File: src/rtl/hier_pkg.sv
// Shared constants for the counter hierarchy and its downstream consumers.
// Holds the sample offsets, the derived check delta and the saturating increment.
package hier_pkg;

  // module_a emits counter+2 and module_b emits counter+5, so their difference is 3.
  localparam int OFFSET_A      = 2;
  localparam int OFFSET_B      = 5;
  localparam int DELTA_DEFAULT = OFFSET_B - OFFSET_A;

  localparam int CNT_W = 16;

  function automatic logic [CNT_W-1:0] sat_inc(input logic [CNT_W-1:0] v);
    return (v == {CNT_W{1'b1}}) ? v : v + CNT_W'(1);
  endfunction

endpackage

File: src/rtl/pair_fifo_core.sv
// Small first-word-fall-through FIFO holding {mismatch, b, a} entries.
// Push and pop qualification is done by the caller.
module pair_fifo_core #(
  parameter  int EW    = 65,
  parameter  int DEPTH = 4,
  localparam int PW    = $clog2(DEPTH),
  localparam int LW    = PW + 1
) (
  input  logic          clk,
  input  logic          reset,
  input  logic          push,
  input  logic          pop,
  input  logic [EW-1:0] wdata,
  output logic [EW-1:0] rdata,
  output logic          full,
  output logic          empty,
  output logic [LW-1:0] level
);

  logic [EW-1:0] mem_q [DEPTH];
  logic [PW-1:0] wr_ptr_q, wr_ptr_d;
  logic [PW-1:0] rd_ptr_q, rd_ptr_d;
  logic [LW-1:0] level_q, level_d;

  always_comb begin
    wr_ptr_d = wr_ptr_q;
    rd_ptr_d = rd_ptr_q;
    level_d  = level_q;
    if (push) wr_ptr_d = wr_ptr_q + PW'(1);
    if (pop)  rd_ptr_d = rd_ptr_q + PW'(1);
    case ({push, pop})
      2'b10:   level_d = level_q + LW'(1);
      2'b01:   level_d = level_q - LW'(1);
      default: level_d = level_q;
    endcase
  end

  always_ff @(posedge clk or negedge reset) begin
    if (!reset) begin
      wr_ptr_q <= '0;
      rd_ptr_q <= '0;
      level_q  <= '0;
    end else begin
      wr_ptr_q <= wr_ptr_d;
      rd_ptr_q <= rd_ptr_d;
      level_q  <= level_d;
    end
  end

  // Storage is cleared on reset so the head outputs never read X.
  always_ff @(posedge clk or negedge reset) begin
    if (!reset) begin
      for (int i = 0; i < DEPTH; i++) mem_q[i] <= '0;
    end else if (push) begin
      mem_q[wr_ptr_q] <= wdata;
    end
  end

  assign rdata = mem_q[rd_ptr_q];
  assign full  = (level_q == LW'(DEPTH));
  assign empty = (level_q == '0);
  assign level = level_q;

endmodule

File: src/rtl/pair_capture_fifo.sv
// Captures (data_a, data_b) pairs, flags pairs whose difference is not DELTA,
// buffers them for a valid/ready reader and counts mismatches and drops.
module pair_capture_fifo
  import hier_pkg::*;
#(
  parameter int WIDTH = 32,
  parameter int DEPTH = 4,
  parameter int DELTA = DELTA_DEFAULT
) (
  input  logic                   clk,
  input  logic                   reset,
  input  logic                   capture_en,
  input  logic [WIDTH-1:0]       data_a,
  input  logic [WIDTH-1:0]       data_b,
  output logic                   out_valid,
  input  logic                   out_ready,
  output logic [WIDTH-1:0]       out_a,
  output logic [WIDTH-1:0]       out_b,
  output logic                   out_mismatch,
  output logic                   full,
  output logic                   empty,
  output logic [$clog2(DEPTH):0] level,
  output logic [CNT_W-1:0]       mismatch_cnt,
  output logic [CNT_W-1:0]       drop_cnt
);

  localparam int EW = 2 * WIDTH + 1;

  logic [WIDTH-1:0] diff;
  logic             mismatch, push, pop, drop;
  logic [EW-1:0]    wdata, rdata;
  logic [CNT_W-1:0] mismatch_cnt_q, mismatch_cnt_d;
  logic [CNT_W-1:0] drop_cnt_q, drop_cnt_d;

  // Wraparound subtraction: a=FFFF_FFFF, b=2 still differs by 3.
  assign diff     = data_b - data_a;
  assign mismatch = (diff != WIDTH'(DELTA));

  assign pop   = !empty && out_ready;
  assign push  = capture_en && (!full || pop);
  assign drop  = capture_en && full && !pop;
  assign wdata = {mismatch, data_b, data_a};

  pair_fifo_core #(
    .EW    (EW),
    .DEPTH (DEPTH)
  ) u_core (
    .clk   (clk),
    .reset (reset),
    .push  (push),
    .pop   (pop),
    .wdata (wdata),
    .rdata (rdata),
    .full  (full),
    .empty (empty),
    .level (level)
  );

  assign {out_mismatch, out_b, out_a} = rdata;
  assign out_valid = !empty;

  // Mismatches count every failing capture, including ones that get dropped.
  always_comb begin
    mismatch_cnt_d = mismatch_cnt_q;
    drop_cnt_d     = drop_cnt_q;
    if (capture_en && mismatch) mismatch_cnt_d = sat_inc(mismatch_cnt_q);
    if (drop)                   drop_cnt_d     = sat_inc(drop_cnt_q);
  end

  always_ff @(posedge clk or negedge reset) begin
    if (!reset) begin
      mismatch_cnt_q <= '0;
      drop_cnt_q     <= '0;
    end else begin
      mismatch_cnt_q <= mismatch_cnt_d;
      drop_cnt_q     <= drop_cnt_d;
    end
  end

  assign mismatch_cnt = mismatch_cnt_q;
  assign drop_cnt     = drop_cnt_q;

endmodule

File: config.mk
export PLATFORM = sky130hd
export DESIGN_NAME = pair_capture_fifo
export DESIGN_NICKNAME = d
export VERILOG_FILES = /design/src/rtl/hier_pkg.sv /design/src/rtl/pair_fifo_core.sv /design/src/rtl/pair_capture_fifo.sv
export SDC_FILE = /design/constraint.sdc
export NUM_CORES = 1
export LEC_CHECK = 0
export ABC_AREA = 1
export CORE_MARGIN = 8
export CORE_UTILIZATION = 58
export DETAILED_ROUTE_END_ITERATION = 10
export PLACE_DENSITY = 0.77
export SLEW_MARGIN = 30
export SYNTH_ARGS = -nofsm -noshare
export SYNTH_HDL_FRONTEND = slang
export SYNTH_HIERARCHICAL = 1
export SYNTH_SLANG_ARGS = --single-unit
File: constraint.sdc
create_clock -name clk -period 2.6 [get_ports clk]
set_clock_uncertainty 0.05 [all_clocks]
set_input_delay 0.39 -clock clk [delete_from_list [all_inputs] [get_ports clk]]
set_output_delay 0.39 -clock clk [all_outputs]
set_load 0.02 [all_outputs]
==> Word level (Yosys, flattened, before mapping) <==
Index checks and enable logic that the tools add are counted.
Widths: inputs -> output; s select.
{ "totals": {"elab_cells": 50, "output_inout_bits": 103, "inputBits": 68, "ff_bits": 299} }
{ "classes": {"eq_ne": 6, "bitwise_logic": 4, "order_cmp": 3, "n_reduce_logical": 14, "n_addsub": 7, "n_mux": 7} }
{ "op_table": {"columns": ["op", "count"], "rows": [
  ["$bwmux 260", 1],
  ["$mux 65", 3],
  ["$bmux 65 s2", 1],
  ["$demux 65 s2", 1],
  ["$add 16x1->16 const B", 2],
  ["$eq 16x16->1 const B", 2],
  ["$ne 32x2->1 const B", 1],
  ["$sub 32x32->32", 1],
  ["$ge 3x3->1 const B", 2],
  ["$logic_and 1x1->1", 6],
  ["$not 2->3", 2],
  ["$pmux 3 s2", 1],
  ["$add 2x1->2 const B", 2],
  ["$reduce_and 2->1", 2],
  ["$add 3x1->3 const B", 1],
  ["$eq 3x3->1 const B", 1],
  ["$logic_not 1->1", 3],
  ["$logic_not 3->1", 1],
  ["$lt 3x1->1 const B", 1],
  ["$sub 3x1->3 const B", 1],
  ["$eq 2x1->1 const B", 1],
  ["$eq 2x2->1 const B", 1],
  ["$not 1->1", 2],
  ["$reduce_bool 2->1", 1],
  ["$logic_or 1x1->1", 1]
]} }

==> Longest topological paths before layout <==
Gate-level depths: netlist (run 1).
{ "logic_depth": {"depth_word": 7, "mapped_depth": 22, "depth_no_buf": 21} }

==> Hierarchy <==
Netlist (run 1), hierarchy kept.
{ "by_module_without_submodules": {"columns": ["module", "instances", "area_each_um2", "cells_per_inst", "seq_area_each_um2"], "rows": [
  ["pair_fifo_core", 1, 13000.0, 1444, 6681.4],
  ["pair_capture_fifo", 1, 4719.5, 845, 800.8]
]} }

==> Least setup slack after synthesis (run 1) <==
OpenSTA, ideal clock, no wires.
{ "synth_path": {"path_kind": "register to register", "startpoint": "register u_core.level_q[0], in the netlist u_core/level[0]", "endpoint": "register drop_cnt_q[15], in the netlist drop_cnt[15]", "arrival_time_ps": 2615, "n_path_buf": 0, "setup_time_ps": 80, "slack_ps": -145, "period_less_slack_ps": 2745, "t_required_ps": 2470, "stages_incl_launch_ff": 13, "path_cell_list": "dfrtp_1 nor3_1 nor2_1 inv_1 nand3_1 inv_1 nand2_1 nor3_1 nand2_1 nor2_1 nand3_1 nor2_1 xor2_1"} }
{ "synth_via": {"elab_chain_cells": 6, "elab_cells_between_ends": 8, "classes_between": "eq/ne: 1; reduce/logical: 7"} }
{ "synth_lines": {"columns": ["element", "line_no", "text"], "rows": [
  ["from (decl)", "pair_fifo_core.sv:23", "logic [LW-1:0] level_q, level_d;"],
  ["from (signal assigned)", "pair_fifo_core.sv:46", "level_q <= level_d;"],
  ["$logic_not 3->1", "pair_fifo_core.sv:61", "assign empty = (level_q == '0);"],
  ["net empty", "pair_capture_fifo.sv:21", "output logic empty,"],
  ["$logic_not 1->1", "pair_capture_fifo.sv:39", "assign pop = !empty && out_ready;"],
  ["$logic_and 1x1->1", "pair_capture_fifo.sv:39", null],
  ["net pop", "pair_capture_fifo.sv:30", "logic mismatch, push, pop, drop;"],
  ["$logic_not 1->1", "pair_capture_fifo.sv:41", "assign drop = capture_en && full && !pop;"],
  ["$logic_and 1x1->1", "pair_capture_fifo.sv:41", null],
  ["$reduce_and 2->1 (no line)", null, null],
  ["to (signal assigned)", "pair_capture_fifo.sv:76", "drop_cnt_q <= drop_cnt_d;"],
  ["to (decl)", "pair_capture_fifo.sv:33", "logic [CNT_W-1:0] drop_cnt_q, drop_cnt_d;"]
]} }
The timed path passes the listed nets, and every way through them passes these cells.
A chain may end at the register's enable or synchronous reset.

==> Worst setup path in the final report (run 1) <==
{ "layout_path": {"startpoint": "register u_core.rd_ptr_q[0]", "endpoint": "output out_a[1]"} }
{ "layout_via": {"elab_chain_cells": 4} }
{ "layout_lines": {"columns": ["element", "line_no", "text"], "rows": [
  ["from (decl)", "pair_fifo_core.sv:22", "logic [PW-1:0] rd_ptr_q, rd_ptr_d;"],
  ["from (signal assigned)", "pair_fifo_core.sv:45", "rd_ptr_q <= rd_ptr_d;"],
  ["$not 2->3 (implied by the code)", "pair_fifo_core.sv:59", "assign rdata = mem_q[rd_ptr_q];"],
  ["$bmux 65 s2", "pair_fifo_core.sv:59", null],
  ["$mux 65 (implied by the code) (2 in a row)", "pair_fifo_core.sv:59", null],
  ["to (decl)", "pair_capture_fifo.sv:17", "output logic [WIDTH-1:0] out_a,"]
]} }
Every way passes these cells. The select of a mux whose other input is x is not followed.

==> results of run 1 <==
[stage by stage]
step | worst slack (ns) | setup TNS, ns
floorplan | 0.02874 | 0
global placement | -0.8184 | -15.36
detailed placement | -0.8093 | -15.40
CTS | -0.1919 | -2.218
global route | -0.03915 | -0.2812
finish | 0.05183 | 0
[routing by layer]
layer | vias up | GRT usage, %
met5 | - | 0
li1 | 7732 | -
met3 | 92 | 4.700
met4 | 4 | 11.01
met1 | 7480 | 34.93
met2 | 524 | 42.94
[cell type report]
| type | instances | area, um2 |
|---|---|---|
| Multi-Input combinational cell | 1480 | 8429 |
| Fill cell | 2260 | 8050 |
| Sequential cell | 299 | 7487 |
| Timing Repair Buffer | 327 | 3207 |
| Inverter | 406 | 1529 |
| Clock buffer | 37 | 848.3 |
| Tap cell | 396 | 495.5 |
| Clock inverter | 20 | 297.8 |
| Antenna cell | 2 | 5.005 |
[cells in the final DEF, fill, tap and decap left out, types with 39 or more instances in the layout]
cell,n
nand2_1,749
inv_1,392
dfrtp_1,297
buf_4,131
o211ai_1,130
o21ai_2,124
o21ai_0,99
dlymetal6s2s_1,53
clkdlybuf4s50_1,52
nor2_1,49
nand3_1,40
o21ai_1,39
[where the power goes]
group | total [mW] | internal [mW] | switching (mW)
clock network | 4.90 | 3.02 | 1.88
registers | 7.78 | 6.64 | 1.14
logic | 11.8 | 4.61 | 7.22
[state kept, by name (all words and copies together) (netlist names)]
name             flops
u_core/mem_q       260
drop_cnt            16
mismatch_cnt        16
u_core/level         3
u_core/rd_ptr_q      2
u_core/wr_ptr_q      2
[cell usage after synthesis (all sizes together)]
master / number / area share [%]
xor2: 34 / 1.7
mux2: 1 / 0.064
inv: 406 / 8.6
nor2: 76 / 1.8
a21boi: 1 / 0.042
clkbuf: 18 / 0.38
and2: 2 / 0.071
nor4b: 1 / 0.049
nand3b: 1 / 0.042
nor3b: 1 / 0.042
o211ai: 130 / 5.5
nand3: 50 / 1.6
xnor2: 6 / 0.30
o21bai: 1 / 0.042
ha: 39 / 2.8
a21oi: 17 / 0.52
nor4: 4 / 0.14
fa: 2 / 0.23
buf: 87 / 4.8
o21ai: 262 / 10
a21o: 1 / 0.042
nand4: 34 / 1.2
a31oi: 1 / 0.035
dfrtp: 299 / 42
nand2: 792 / 17
nor3: 23 / 0.73
[final timing paths]
kind | startpoint | endpoint | slack (ns) | depth (start not counted)
max | u_core/rd_ptr_q[0]$_DFFE_PN0P_ | out_a[1] | 0.05 | 5
min | data_a[8] | u_core/mem_q[203]$_DFFE_PN0P_ | 0.13 | 3
max reg2reg | mismatch_cnt[5]$_DFFE_PN0P_ | mismatch_cnt[15]$_DFFE_PN0P_ | 0.31 | 9
min reg2reg | u_core/mem_q[225]$_DFFE_PN0P_ | u_core/mem_q[225]$_DFFE_PN0P_ | 0.43 | 2
max in group asynchronous | reset | u_core/mem_q[123]$_DFFE_PN0P_ | 1.39 | 3
min in group asynchronous | reset | u_core/mem_q[101]$_DFFE_PN0P_ | 0.34 | 2
[what timing repair did]
item / in CTS / in global routing
hold buffers: 1 / 0
gates resized for setup: 103 / 209
pin swaps: 1 / 35
gates cloned: 1 / 2
endpoints found under the hold margin: 71 / 0
endpoints found under the setup margin: 85 / 46
setup buffers: 2 / 10
[worst register-to-register path, cell delays in order (launching register included)]
cell     delay [ns]
dfrtp_1        0.41
inv_1          0.08
nor3_1         0.31
nand2_1        0.20
nor3_1         0.27
nand4_1        0.31
buf_4          0.30
nand3_2        0.17
nand2_1        0.08
nand2_1        0.06
[cells by family (layout without fill, tap and decap cells)]
family	after synthesis	count (layout)	synth area share, %
AOI/OAI and AO/OA	413	413	16.22
xor gates and xnor gates	40	40	1.977
adders and majority gates	41	41	2.980
buffers and inverters	511	790	13.73
DFF	299	299	42.23
muxes	1	1	0.06355
other	0	2	0
and+or+nand+nor	984	985	22.80
==> impl_metrics.tcl, run 1 <==
set metrics [dict create \
    status "completed" \
    netlist_instances 2289 \
    critPathTopFamily "buffers and inverters" \
    rsz0062_at_grt "yes" \
    grt_max_degree 91 \
    antenna_left 0 \
    fin_area_um2 22300 \
    cts_tree "yes" \
    path_cells "buf_4, buf_12, o211ai_1, nand2_1, clkdlybuf4s15_1" \
    htreeDepth 1 \
    crit_arrival_ns 2.11 \
    grt_overflow 0 \
    drc 0 \
    dieArea_um2 36400 \
    dpl.cell_count 2892 \
    yosysSeqAreaShare_pct 42.23 \
    port_buffers 170 \
    cap_viol_max_count 0 \
    clock.fmax_mhz 392.4 \
    ys_warn_count 6 \
    design.core.area_um2 30350 \
    cpMaxStageDelayCell "dfrtp_4" \
    crit_fanout 43 \
    drt-total-wl_um 49800 \
    ys_seq_elements 299 \
    path_buf_inv 3 \
    synthesis.nets 2398 \
    dr.first_iter.drc_count 1251 \
    worstSetupPathType "register to output pin" \
    worst_slew_pin_slew_ns 0.6614 \
    gp_congestion 0.9606 \
    cts-root-buf "clkbuf_16" \
    clk_pin_slew_ns 0.06 \
    cp-end-kind "output pin" \
    clock-sinks 299 \
    first_global_vias 15300 \
    holdWs_ns 0.1310 \
    via_count 15830 \
    slowest_delay_ns 0.54 \
    cts_buffer_depth 3 \
    cts_buffers 31 \
    route.met2.wl_um 23490 \
    post-route-util_pct 73.47 \
    crit_path_start_kind "register" \
    placed_area_um2 20350 \
    fin_nets 2654 \
    setup_viol 0 \
    maxSlewViolCount 0 \
    initial_core_util_pct 58.39 \
    cellPowerDensity_nw_per_um2 1099 \
    synth_area_um2 17720 \
    dr.max_layer_used "met5" \
    dp_hpwl_um 34650 \
    critPathRequiredTime_ns 2.16 \
    syn_to_final_growth_pct 25.84 \
    io_pins 171 \
    firstDrtPassIters 6 \
    wire_per_inst_um 16.78 \
    vdd_ir_drop_max_uv 630.8 \
    slew_headroom_pct 55.91 \
    met1_length_um 21030 \
    viasPerCell 5.336 \
    drive_above_1_share_pct 19.93 \
    avgSynthCellArea_um2 7.741 \
    grtUsageTotal_pct 26.58 \
    p_leak_nw 12.12 \
    insertion_delay_ns 0.57 \
    fin_cells 2967 \
    synth_cell_types 40 \
    row_count 64 \
    die-width_um 190.8 \
    grt_pass1_wl_um 78500 \
    antenna_found_initial 4 \
    dr_wl_met3_um 3339 \
    die_h_um 190.8 \
    hold_class "input pin to register" \
    power.total_mw 24.51 \
    hold_violations 0 \
    fin_crit_ns 2.548 \
    fin_crit_sh_pct 98.01 \
]
Note: power is estimated with default switching activity, not from simulation.
==> run 2: changes to the inputs <==
Settings changed: CORE_UTILIZATION 58 to 53, PLACE_DENSITY 0.77 to 0.74.
Clock period 2.6 ns to 2.1 ns, I/O delays scaled along.
==> impl_metrics.tcl, run 2 (synthesis gave the netlist of run 1 again) <==
set metrics [dict create \
    violations "negative setup slack" \
    antenna_cells 0 \
    grt_max_degree 58 \
    rsz0062_at_grt "yes" \
    worst_slew_pin_slew_ns 0.5322 \
    row_count 67 \
    grt_overflow 0 \
    final_cell_mix "664 x nand2_1, 356 x inv_1, 294 x dfrtp_1, 204 x buf_4, 130 x o211ai_1" \
    r2r_start "u_core/level[1]$_DFFE_PN0P_" \
    tns_ns -7.578 \
    fin_cells 3112 \
    fin_crit_sh_pct 108.6 \
    clock.fmax_mhz 438.6 \
    cap_viol_max_count 0 \
    dr.first_iter.drc_count 1130 \
    cts_tree "yes" \
    fin_nets 2749 \
    startpoint "u_core/rd_ptr_q[0]$_DFFE_PN0P_" \
    die-width_um 198.8 \
    status "finished, violations left" \
    hold_violations 0 \
    r2r_cells 13 \
    design.core.area_um2 33200 \
    syn_to_final_growth_pct 32.71 \
    firstDrtPassIters 5 \
    num-fill-cells 2633 \
    crit_end "out_b[10]" \
    layout_commonest_cell "nand2_1" \
    grtUsageTotal_pct 26.53 \
    drive_above_1_share_pct 32.51 \
    htreeDepth 2 \
    cp-end-kind "output pin" \
    slew_headroom_pct 64.52 \
    clk_pin_slew_ns 0.06 \
    worstSetupPathType "register to output pin" \
    port_buffers 170 \
    dp_hpwl_um 37750 \
    viasPerCell 5.301 \
    wire_per_inst_um 17.59 \
    die_h_um 198.8 \
    cts_buffers 35 \
    initial_core_util_pct 53.38 \
    cts-root-buf "clkbuf_16" \
    crit_fanout 13 \
    p_leak_nw 12.30 \
    drc 0 \
    first_global_vias 16010 \
    r2r_setup_slack_ns -0.06 \
    cts_buffer_depth 3 \
    post-route-util_pct 70.84 \
    largest_reg_flops 260 \
    setup_viol 86 \
    top_register "u_core/mem_q" \
    critPathRequiredTime_ns 1.74 \
    drt-total-wl_um 54750 \
    antenna_found_initial 0 \
    cellPowerDensity_nw_per_um2 1342 \
    hold_class "input pin to register" \
    dpl.cell_count 2995 \
    clock-sinks 299 \
    fin_crit_ns 2.280 \
    io_pins 171 \
    grt_pass1_wl_um 84100 \
    dieArea_um2 39540 \
    gp_congestion 0.9933 \
    via_count 16500 \
    antenna_left 0 \
    reg2reg_to "drop_cnt[15]$_DFFE_PN0P_" \
    maxSlewViolCount 0 \
    vdd_ir_drop_max_uv 943.2 \
    crit_arrival_ns 1.92 \
    setup_ws_ns -0.1801 \
    crit_path_start_kind "register" \
    insertion_delay_ns 0.50 \
]
-- run 2: worst min-delay path by stage --
| stage | startpoint | to | slack (ns) | cells after the start |
|---|---|---|---|---|
| 4_1_cts | data_a[25] | u_core/mem_q[220]$_DFFE_PN0P_ | 0.09 | 3 |
| 3_5_place_dp | reset | u_core/mem_q[99]$_DFFE_PN0P_ | 0.24 | 1 |
| 6_report | data_a[23] | u_core/mem_q[218]$_DFFE_PN0P_ | 0.09 | 3 |
| 3_3_place_gp | reset | u_core/mem_q[99]$_DFFE_PN0P_ | 0.24 | 1 |
| 2_1_floorplan | reset | drop_cnt[0]$_DFFE_PN0P_ | -0.03 | 0 |
| 5_1_grt | data_a[7] | u_core/mem_q[202]$_DFFE_PN0P_ | 0.08 | 3 |
-- run 2: routing by layer --
layer / vias up / global-route usage, % / routed length (um)
li1: 7916 / - / -
met1: 7901 / 34.83 / 22920
met2: 562 / 44.51 / 26370
met3: 118 / 4.314 / 3585
met4: 0 / 8.290 / 1879
met5: - / 0 / 0
-- run 2: timing repair --
item                                    CTS  global route
setup buffers                            29            22
endpoints found under the setup margin   89            94
gates resized for setup                 658           223
hold buffers                              1             0
pin swaps                               116           147
hold endpoints to repair                 45             0
cloned                                    2             5
-- run 2: area by class of cell --
class	instances	area [um2]	area share [%]
Multi-Input combinational cell	1480	9228	39.24
Clock inverter	14	157.7	0.6704
Tap cell	448	560.5	2.384
Sequential cell	299	7491	31.86
Timing Repair Buffer	418	3591	15.27
Clock buffer	47	940.9	4.001
Inverter	406	1546	6.577
-- run 2: where the power goes --
group / total [mW] / leakage [nW] / switching, mW / internal (mW)
clock: 5.91 / 0.537 / 2.39 / 3.53
sequential: 9.60 / 3.75 / 1.37 / 8.23
combinational: 16.1 / 8.01 / 9.61 / 6.45
-- run 2: worst max-delay path: stages, from the launching register on --
cell       delay [ns]
dfrtp_4          0.49
buf_12           0.18
clkbuf_16        0.20
o211ai_1         0.21
nand2_1          0.12
buf_2            0.18
-- run 2: metrics by stage --
step	worst slack, ns	cell area [um2]	total power, mW	hold slack, ns
after floorplan	-0.2167	17930	19.59	-0.03059
after global placement	-1.183	21040	24.84	0.2391
after detailed placement	-1.230	21040	25.31	0.2383
after CTS	-0.1899	22770	30.76	0.09363
after global routing	-0.2703	23520	33.71	0.08456
final	-0.1801	23520	31.56	0.09489
==> run 3: changes to the inputs <==
Settings changed: CORE_UTILIZATION 53 to 52, PLACE_DENSITY 0.74 to 0.73, SYNTH_HIERARCHICAL 1 to unset.
==> impl_metrics.tcl, run 3 <==
set metrics [dict create \
    post-place-ws_ns -1.177 \
    layout_commonest_cell "nand2_1" \
    path_cells "clkinv_8, buf_12, buf_12, buf_8, nor2_1, o22ai_1, buf_4" \
    dpl.cell_count 2762 \
    grt_max_degree 62 \
    dp_hpwl_um 35150 \
    synth.top_cells.by_area "dfrtp_1 47%, nand2_1 13%, o21ai_0 12%, inv_1 5.3%, nor2_1 4.7%" \
    dieArea_um2 36360 \
    critPathTopFamily "buffers and inverters" \
    die_h_um 190.7 \
    clock.fmax_mhz 418.7 \
    largest_reg_flops 260 \
    dr.first_iter.drc_count 1512 \
    critPathMostFrequentCell "buf_12" \
    row_count 64 \
    crit_path_start_kind "register" \
    synth_top_area_share_pct 47.16 \
    io_pins 171 \
    crit_fanout 8 \
    grt_overflow 0 \
    yosysSeqAreaShare_pct 47.16 \
    crit_arrival_ns 2.02 \
    via_count 16450 \
    vdd_ir_drop_max_uv 903.6 \
    slew_headroom_pct 65.53 \
    hold_violations 0 \
    rsz0062_at_grt "yes" \
    setup_ws_ns -0.2882 \
    fin_nets 2578 \
    clk_pin_slew_ns 0.06 \
    synthesis.nets 2206 \
    grt_pass1_wl_um 82210 \
    power.total_mw 32.94 \
    violations "negative setup slack" \
    p_leak_nw 11.42 \
    fin_crit_ns 2.388 \
    gp_congestion 0.9653 \
    synthFlopType "dfrtp_1" \
    insertion_delay_ns 0.52 \
    htreeDepth 2 \
    slowest_delay_ns 0.53 \
    cts_buffers 34 \
    yosys-top-cells-count "565 x nand2_1, 388 x o21ai_0, 299 x dfrtp_1" \
    worst_slew_pin_slew_ns 0.5170 \
    maxSlewViolCount 0 \
    antenna_left 0 \
    clock-sinks 299 \
    holdWs_ns 0.1035 \
    fin_area_um2 23090 \
    fin_cells 2891 \
    viasPerCell 5.691 \
    top_register "u_core.mem_q" \
    tns_ns -13.74 \
    grtUsageTotal_pct 27.96 \
    worstSetupPathType "register to output pin" \
    synth_area_um2 15870 \
    wire_per_inst_um 19.35 \
    synth.largest_area_cell "dfrtp_1" \
    cts-root-buf "clkbuf_16" \
    ys_warn_count 0 \
    design.core.area_um2 30350 \
    synth_most_common_cell "nand2_1" \
    antenna_cells 0 \
    drt-total-wl_um 55940 \
    final_cell_mix "474 x nand2_1, 304 x o21ai_0, 294 x dfrtp_1, 244 x buf_4, 173 x inv_1" \
    path_buf_inv 5 \
    cellPowerDensity_nw_per_um2 1426 \
    syn_to_final_growth_pct 45.56 \
    firstDrtPassIters 5 \
    fin_crit_sh_pct 113.7 \
    cp-end-kind "output pin" \
    critPathRequiredTime_ns 1.74 \
    ys_seq_elements 299 \
    cts_tree "yes" \
    cts_buffer_depth 3 \
    placed_area_um2 19580 \
    antenna_found_initial 1 \
    post-route-util_pct 76.09 \
    first_global_vias 15760 \
    cap_viol_max_count 0 \
    setup_viol 85 \
    port_buffers 170 \
    cpMaxStageDelayCell "dfrtp_4" \
    netlist_instances 2097 \
    synth_cell_types 36 \
    avgSynthCellArea_um2 7.566 \
    die-width_um 190.7 \
    synth_edf_count 0 \
    drive_above_1_share_pct 31.94 \
    initial_core_util_pct 52.28 \
    hold_class "input pin to register" \
    async_reset_ff_share_pct 100.0 \
    drc 0 \
    status "finished, violations left" \
]
## run 3: worst paths after layout
check	startpoint	end	slack [ns]	cells after the start
setup / recovery	u_core.rd_ptr_q[0]$_DFFE_PN0P_	out_b[10]	-0.29	7
hold / removal	data_a[16]	u_core.mem_q[16]$_DFFE_PN0P_	0.10	3
setup reg to reg	mismatch_cnt[0]$_DFFE_PN0P_	mismatch_cnt[15]$_DFFE_PN0P_	-0.09	15
hold reg to reg	u_core.mem_q[126]$_DFFE_PN0P_	u_core.mem_q[126]$_DFFE_PN0P_	0.43	2
max in group asynchronous	reset	u_core.mem_q[155]$_DFFE_PN0P_	1.00	3
min in group asynchronous	reset	mismatch_cnt[14]$_DFFE_PN0P_	0.27	2
## run 3: timing repair
item,4_1_cts,5_1_grt
setup endpoints to repair,89,97
pin swaps,127,141
gates resized for setup,636,383
hold buffers,1,0
hold endpoints to repair,48,0
setup buffers,31,26
cloned,3,10
## run 3: logic make-up after synthesis
| family | Yosys count | share of synthesized area (%) |
|---|---|---|
| xor+xnor | 33 | 1.822 |
| compound gates | 486 | 15.97 |
| mux | 1 | 0.07097 |
| flops | 299 | 47.16 |
| buf+inv | 336 | 8.320 |
| fa+ha+maj | 41 | 3.328 |
| simple gates | 901 | 23.33 |
## run 3: final cells by class
class | count | area [um2]
Clock buffer | 49 | 1018
Clock inverter | 13 | 165.2
Fill cell | 2121 | 7256
Inverter | 231 | 918.4
Multi-Input combinational cell | 1463 | 8725
Sequential cell | 299 | 7491
Tap cell | 396 | 495.5
Timing Repair Buffer | 440 | 4280
## run 3: layer usage
| metal | GRT usage (%) | routed length (um) | up-vias |
|---|---|---|---|
| met5 | 0 | 0 | - |
| met4 | 13.57 | 3222 | 0 |
| met3 | 4.883 | 3907 | 195 |
| met2 | 46.03 | 27040 | 748 |
| met1 | 35.30 | 21780 | 7990 |
| li1 | - | - | 7521 |
## run 3: where the power goes
part	internal, mW	switching (mW)
logic	7.30	9.64
clock network	3.77	2.46
registers	8.20	1.56
total	19.3	13.7
## run 3: tightest hold or removal path, stage by stage
cell      delay (ns)
clkbuf_2        0.11
inv_4           0.11
o21ai_0         0.09
